`config.mk`:
```
export PLATFORM = sky130hd
export DESIGN_NAME = cpu_writeback_flat
export DESIGN_NICKNAME = d
export VERILOG_FILES = /design/src/rtl/cpu_writeback_if.sv /design/src/rtl/cpu_writeback.sv /design/src/flat_wrapper.sv
export SDC_FILE = /design/constraint.sdc
export NUM_CORES = 1
export LEC_CHECK = 0
export CAP_MARGIN = 20
export CORE_ASPECT_RATIO = 0.6
export CORE_MARGIN = 1
export CORE_UTILIZATION = 52
export CTS_CLUSTER_SIZE = 25
export DETAILED_ROUTE_END_ITERATION = 8
export PLACE_DENSITY = 0.93
export SLEW_MARGIN = 25
export SYNTH_ARGS = -nofsm -noshare
export SYNTH_HDL_FRONTEND = slang
export SYNTH_SLANG_ARGS = --single-unit
```
`constraint.sdc`:
```
create_clock -name clk -period 5.3 [get_ports clk]
set_input_delay 0.53 -clock clk [delete_from_list [all_inputs] [get_ports clk]]
set_output_delay 0.53 -clock clk [all_outputs]
set_load 0.01 [all_outputs]
```
`src/rtl/cpu_writeback_if.sv`:
```
// MEM-stage result bundle into writeback, plus the register-file write port it drives.
interface cpu_writeback_if;
    localparam int unsigned DATA_W = 16;
    localparam int unsigned REG_W  = 4;
    localparam int unsigned CTL_W  = 3;

    logic              validM;
    logic [DATA_W-1:0] aluResultM;
    logic [DATA_W-1:0] memDataM;
    logic              memReadyM;
    logic              memReadM;
    logic [REG_W-1:0]  writeRegM;
    logic [CTL_W-1:0]  WBcontrolsM;
    logic [DATA_W-1:0] pcPlus2M;
    logic              haltM;
    logic              stallM;
    logic [DATA_W-1:0] wrData;
    logic [REG_W-1:0]  regWriteAddress;
    logic              regWrite;

    modport master (
        output validM, aluResultM, memDataM, memReadyM, memReadM,
               writeRegM, WBcontrolsM, pcPlus2M, haltM,
        input  stallM, wrData, regWriteAddress, regWrite
    );

    modport slave (
        input  validM, aluResultM, memDataM, memReadyM, memReadM,
               writeRegM, WBcontrolsM, pcPlus2M, haltM,
        output stallM, wrData, regWriteAddress, regWrite
    );
endinterface

```
`src/rtl/cpu_writeback.sv`:
```
// MEM/WB pipeline register and writeback stage: result select, load stall,
// HLT retirement and retire/stall performance counters.
module cpu_writeback #(
    parameter int unsigned CNT_W       = 16,
    parameter int unsigned MEM_TIMEOUT = 64
) (
    input  logic             clk,
    input  logic             rst,
    cpu_writeback_if.slave   bus,
    output logic             halt,
    output logic             memTimeout,
    output logic [CNT_W-1:0] retireCount,
    output logic [CNT_W-1:0] stallCount
);
    localparam int unsigned DATA_W = 16;
    localparam int unsigned REG_W  = 4;
    localparam int unsigned WAIT_W = (MEM_TIMEOUT > 1) ? $clog2(MEM_TIMEOUT) : 1;
    localparam logic [WAIT_W-1:0] WAIT_LAST = WAIT_W'(MEM_TIMEOUT - 1);

    logic              validW;
    logic              memToRegW;
    logic              regWriteW;
    logic              pcSwitchW;
    logic              haltW;
    logic [DATA_W-1:0] aluResultW;
    logic [DATA_W-1:0] memDataW;
    logic [DATA_W-1:0] pcPlus2W;
    logic [REG_W-1:0]  writeRegW;
    logic [WAIT_W-1:0] waitCnt;
    logic              stallLoad;
    logic              haltRetiring;
    logic              blockCapture;

    always_comb begin
        stallLoad    = bus.validM & bus.memReadM & ~bus.memReadyM & ~halt;
        haltRetiring = validW & haltW;
        // Nothing behind an HLT may enter W, including the instruction right after it.
        blockCapture = halt | haltRetiring;
    end

    assign bus.stallM          = stallLoad;
    assign bus.wrData          = pcSwitchW ? pcPlus2W : (memToRegW ? memDataW : aluResultW);
    assign bus.regWriteAddress = writeRegW;
    assign bus.regWrite        = validW & regWriteW & (writeRegW != '0) & ~haltW;

    always_ff @(posedge clk) begin
        if (rst) begin
            validW      <= 1'b0;
            memToRegW   <= 1'b0;
            regWriteW   <= 1'b0;
            pcSwitchW   <= 1'b0;
            haltW       <= 1'b0;
            aluResultW  <= '0;
            memDataW    <= '0;
            pcPlus2W    <= '0;
            writeRegW   <= '0;
            waitCnt     <= '0;
            halt        <= 1'b0;
            memTimeout  <= 1'b0;
            retireCount <= '0;
            stallCount  <= '0;
        end else begin
            if (blockCapture || stallLoad) begin
                validW <= 1'b0;
            end else begin
                validW                              <= bus.validM;
                {memToRegW, regWriteW, pcSwitchW}   <= bus.WBcontrolsM;
                aluResultW                          <= bus.aluResultM;
                pcPlus2W                            <= bus.pcPlus2M;
                writeRegW                           <= bus.writeRegM;
                haltW                               <= bus.haltM;
                if (bus.memReadM) begin
                    memDataW <= bus.memDataM;
                end
            end

            if (haltRetiring) begin
                halt <= 1'b1;
            end

            if (validW && !halt && retireCount != '1) begin
                retireCount <= retireCount + CNT_W'(1);
            end

            if (stallLoad && stallCount != '1) begin
                stallCount <= stallCount + CNT_W'(1);
            end

            // Wait counter holds at its last value; the load keeps stalling after timeout.
            if (stallLoad) begin
                if (waitCnt == WAIT_LAST) begin
                    memTimeout <= 1'b1;
                end else begin
                    waitCnt <= waitCnt + WAIT_W'(1);
                end
            end else begin
                waitCnt <= '0;
            end
        end
    end
endmodule

```
`src/flat_wrapper.sv`:
```
// flat-port wrapper written by rule: the top's interface ports become plain ports
module cpu_writeback_flat 
#(
    parameter int unsigned CNT_W       = 16,
    parameter int unsigned MEM_TIMEOUT = 64
)
  (clk, rst, halt, memTimeout, retireCount, stallCount, bus_validM, bus_aluResultM, bus_memDataM, bus_memReadyM, bus_memReadM, bus_writeRegM, bus_WBcontrolsM, bus_pcPlus2M, bus_haltM, bus_stallM, bus_wrData, bus_regWriteAddress, bus_regWrite);
  cpu_writeback_if bus_i ();
  input  logic clk;
  input  logic rst;
  output logic halt;
  output logic memTimeout;
  output logic [CNT_W-1:0] retireCount;
  output logic [CNT_W-1:0] stallCount;
  input wire logic [$bits(bus_i.validM)-1:0] bus_validM;
  input wire logic [$bits(bus_i.aluResultM)-1:0] bus_aluResultM;
  input wire logic [$bits(bus_i.memDataM)-1:0] bus_memDataM;
  input wire logic [$bits(bus_i.memReadyM)-1:0] bus_memReadyM;
  input wire logic [$bits(bus_i.memReadM)-1:0] bus_memReadM;
  input wire logic [$bits(bus_i.writeRegM)-1:0] bus_writeRegM;
  input wire logic [$bits(bus_i.WBcontrolsM)-1:0] bus_WBcontrolsM;
  input wire logic [$bits(bus_i.pcPlus2M)-1:0] bus_pcPlus2M;
  input wire logic [$bits(bus_i.haltM)-1:0] bus_haltM;
  output wire logic [$bits(bus_i.stallM)-1:0] bus_stallM;
  output wire logic [$bits(bus_i.wrData)-1:0] bus_wrData;
  output wire logic [$bits(bus_i.regWriteAddress)-1:0] bus_regWriteAddress;
  output wire logic [$bits(bus_i.regWrite)-1:0] bus_regWrite;
  assign bus_i.validM = bus_validM;
  assign bus_i.aluResultM = bus_aluResultM;
  assign bus_i.memDataM = bus_memDataM;
  assign bus_i.memReadyM = bus_memReadyM;
  assign bus_i.memReadM = bus_memReadM;
  assign bus_i.writeRegM = bus_writeRegM;
  assign bus_i.WBcontrolsM = bus_WBcontrolsM;
  assign bus_i.pcPlus2M = bus_pcPlus2M;
  assign bus_i.haltM = bus_haltM;
  assign bus_stallM = bus_i.stallM;
  assign bus_wrData = bus_i.wrData;
  assign bus_regWriteAddress = bus_i.regWriteAddress;
  assign bus_regWrite = bus_i.regWrite;
  cpu_writeback #(.CNT_W(CNT_W), .MEM_TIMEOUT(MEM_TIMEOUT)) u_core (.clk(clk), .rst(rst), .bus(bus_i), .halt(halt), .memTimeout(memTimeout), .retireCount(retireCount), .stallCount(stallCount));
endmodule
```
==> metrics.cfg <==
[run_status]
status=complete, no violations

[setup_path]
path_buf_inv=1
start_kind=register
critPathRequiredTime_ns=4.77
cp_slowest_stage_delay_ns=1.07
crit_type=register to output port
crit_path_end_kind=output port
cp_max_fo=17
worstPathCellList=mux2i_1 > o21ai_0 > clkdlybuf4s50_1
path_delay_family=flip-flops
worstPathArrival_ns=2.48
cp_slowest_cell=dfxtp_1

[clocking]
tritoncts=done
numCtsBuffers=9
cts_num_sinks=97
clk_path_buf_depth=2
clk_pin_slew_ns=0.07
clk_latency_ns=0.34
ctsHoldBuffers=0
cts_setup_buffers=0
ctsResizeCount=0
htree_levels=3
root_buffer=clkbuf_16

[logic_synthesis]
ys_types=49
synthFlopType=dfxtp_1
ys_warn_count=0
syn_inst=534
synthesis.nets=598
synth.avg_cell_area_um2=7.97
syn_area_mm2=0.00426
ys_seq_area_share_pct=45.6
async_flop_share_pct=0
ys_ff_latch=97
synth_edf_count=0

[cells_and_area]
fin_cells=746
final_cell_mix=nand2_1 (146), clkdlybuf4s50_1 (115), dfxtp_1 (97)
antenna-diode-count=0
area_growth_pct=34.9
nNetsFinal=697
fill_cells=583
drive_above_1_share_pct=5.49
mostFrequentLayoutCell=nand2_1

[die]
initial_core_util_pct=53.8
dieHeight_um=72.1
die_w_um=119
die_area_mm2=0.00857
core_mm2=0.00791
ioPinCount=117
rows=25

[timing]
tns_ns=0
setup_viol_count_final=0
fin_crit_ns=3.01
slew_headroom_pct=24.1
fin_crit_sh_pct=56.8
slew_violations=0
max_freq_ghz=0.332
fin_worst_skew_ns=0.00694
finalHoldViolations=0
rsz0062_at_grt=false
tightestPinTransition_ns=1.14

[routing]
antenna_left=0
routedWlPerCell_um=15.5
drc=0
firstDrtPassIters=5
vias=4220
drtIter0Drc=390
vias_per_cell=5.66
drt_wl_total_um=11600

[grt]
use_met1_pct=34.5
overflow=0
track_usage_pct=27.6
use_met3_pct=6.45
grt_pass1_vias=4121
grt_pass1_wl_um=19000
antenna_found_initial=0
grt_start_max_net_pins=49
grt-busiest-layer=met2
grtUsageMet2_pct=47.0

[worst_hold_path]
min_path_type=register to register

[placed_design]
globalplace.congestion=0.933
io_buffers=116
dpl.hpwl_um=7870
place_inst=730

[power]
power_leakage_uw=0.00202
power_density_mw_per_mm2=282
peakVddDrop_mv=0.184

[flow_run]
max_cap_violations=0

area by class of cell:
type | count | area (um^2) | share of cell area [%]
clock inverter | 6 | 50.0 | 0.871
clock buffer | 10 | 239 | 4.16
inverter | 2 | 12.5 | 0.218
multi-input combinational | 404 | 2190 | 38.1
tap | 108 | 135 | 2.35
sequential | 97 | 1940 | 33.8
timing repair buffer | 119 | 1180 | 20.5
sequential cells by signal, indices dropped and copies added (netlist names), 4 cells and up:
signal and flops:
u_core.aluResultW 16, u_core.bus.regWriteAddress 4, u_core.memDataW 16, u_core.pcPlus2W 16, u_core.waitCnt 6, u_core.retireCount 16
u_core.stallCount 16
worst reg2reg max path, cell delays in order (launching register included):
cell	delay (ns)
dfxtp_1	0.34
a21oi_1	0.32
o21a_1	0.55
and2_1	0.64
nand2_1	0.18
a21oi_1	0.16
where the power goes:
| group | internal (uW) | switching, uW | leakage (uW) |
|---|---|---|---|
| logic | 104 | 97.1 | 0.00110 |
| registers | 762 | 30.2 | 0.000794 |
| clock network | 336 | 292 | 0.000129 |
cells by family after synthesis:
| logic type | after synthesis | share of synthesized area [%] |
|---|---|---|
| flip-flops | 97 | 45.6 |
| multiplexers | 19 | 4.47 |
| buffers and inverters | 33 | 3.14 |
| AND/OR/NAND/NOR | 252 | 27.1 |
| AO/OA/AOI/OAI | 108 | 14.3 |
| adder cells (fa/ha/maj) | 3 | 0.882 |
| XOR/XNOR | 22 | 4.53 |
worst paths after layout:
path                                    from                         endpoint  slack (ns)  depth (start not counted)
max            u_core.memToRegW$_SDFFE_PP0N_                    bus_wrData[5]        2.29                          3
min          u_core.pcPlus2W[7]$_SDFFE_PP0N_  u_core.pcPlus2W[7]$_SDFFE_PP0N_        0.46                          2
max reg2reg         u_core.validW$_SDFF_PP0_  u_core.memDataW[5]$_SDFFE_PP0P_        3.04                          5
min reg2reg  u_core.pcPlus2W[7]$_SDFFE_PP0N_  u_core.pcPlus2W[7]$_SDFFE_PP0N_        0.46                          2
per-layer routing:
metal,share of wire [%],vias up,routed length [um]
li1,-,2022,-
met4,1.4,0,158
met1,44,2021,5100
met2,49,162,5640
met5,0,-,0
met3,5.9,15,679
stage by stage:
stage	cell area (um^2)	utilization, %	hold slack (ns)	setup WS (ns)	power (uW)
2_1_floorplan	4260	-	0.436	3.44	897
3_5_place_dp	5450	68.9	0.447	2.56	1000
5_1_grt	5740	72.6	0.469	2.26	1680
3_3_place_gp	5450	68.9	0.442	2.59	997
4_1_cts	5740	72.6	0.457	2.38	1620
6_report	5740	72.6	0.457	2.29	1620
synthesized netlist by cell type, drive strengths merged (3+ instances only):
| master | n | area, um^2 |
|---|---|---|
| or3 | 4 | 30.0 |
| nor3 | 11 | 60.1 |
| xnor2 | 16 | 140 |
| and2 | 3 | 18.8 |
| mux2i | 19 | 190 |
| buf | 5 | 22.5 |
| a211oi | 3 | 22.5 |
| a21oi | 67 | 335 |
| nor4 | 8 | 68.8 |
| xor2 | 6 | 52.6 |
| a31oi | 4 | 25.0 |
| nand2b | 3 | 18.8 |
| ha | 3 | 37.5 |
| nand3 | 15 | 80.1 |
| nand4 | 9 | 71.3 |
| clkbuf | 26 | 98.8 |
| dfxtp | 97 | 1940 |
| nand2 | 146 | 548 |
| o21ai | 23 | 115 |
| o211ai | 3 | 36.3 |
| nor2 | 41 | 156 |
(Power assumes the default switching activity.)
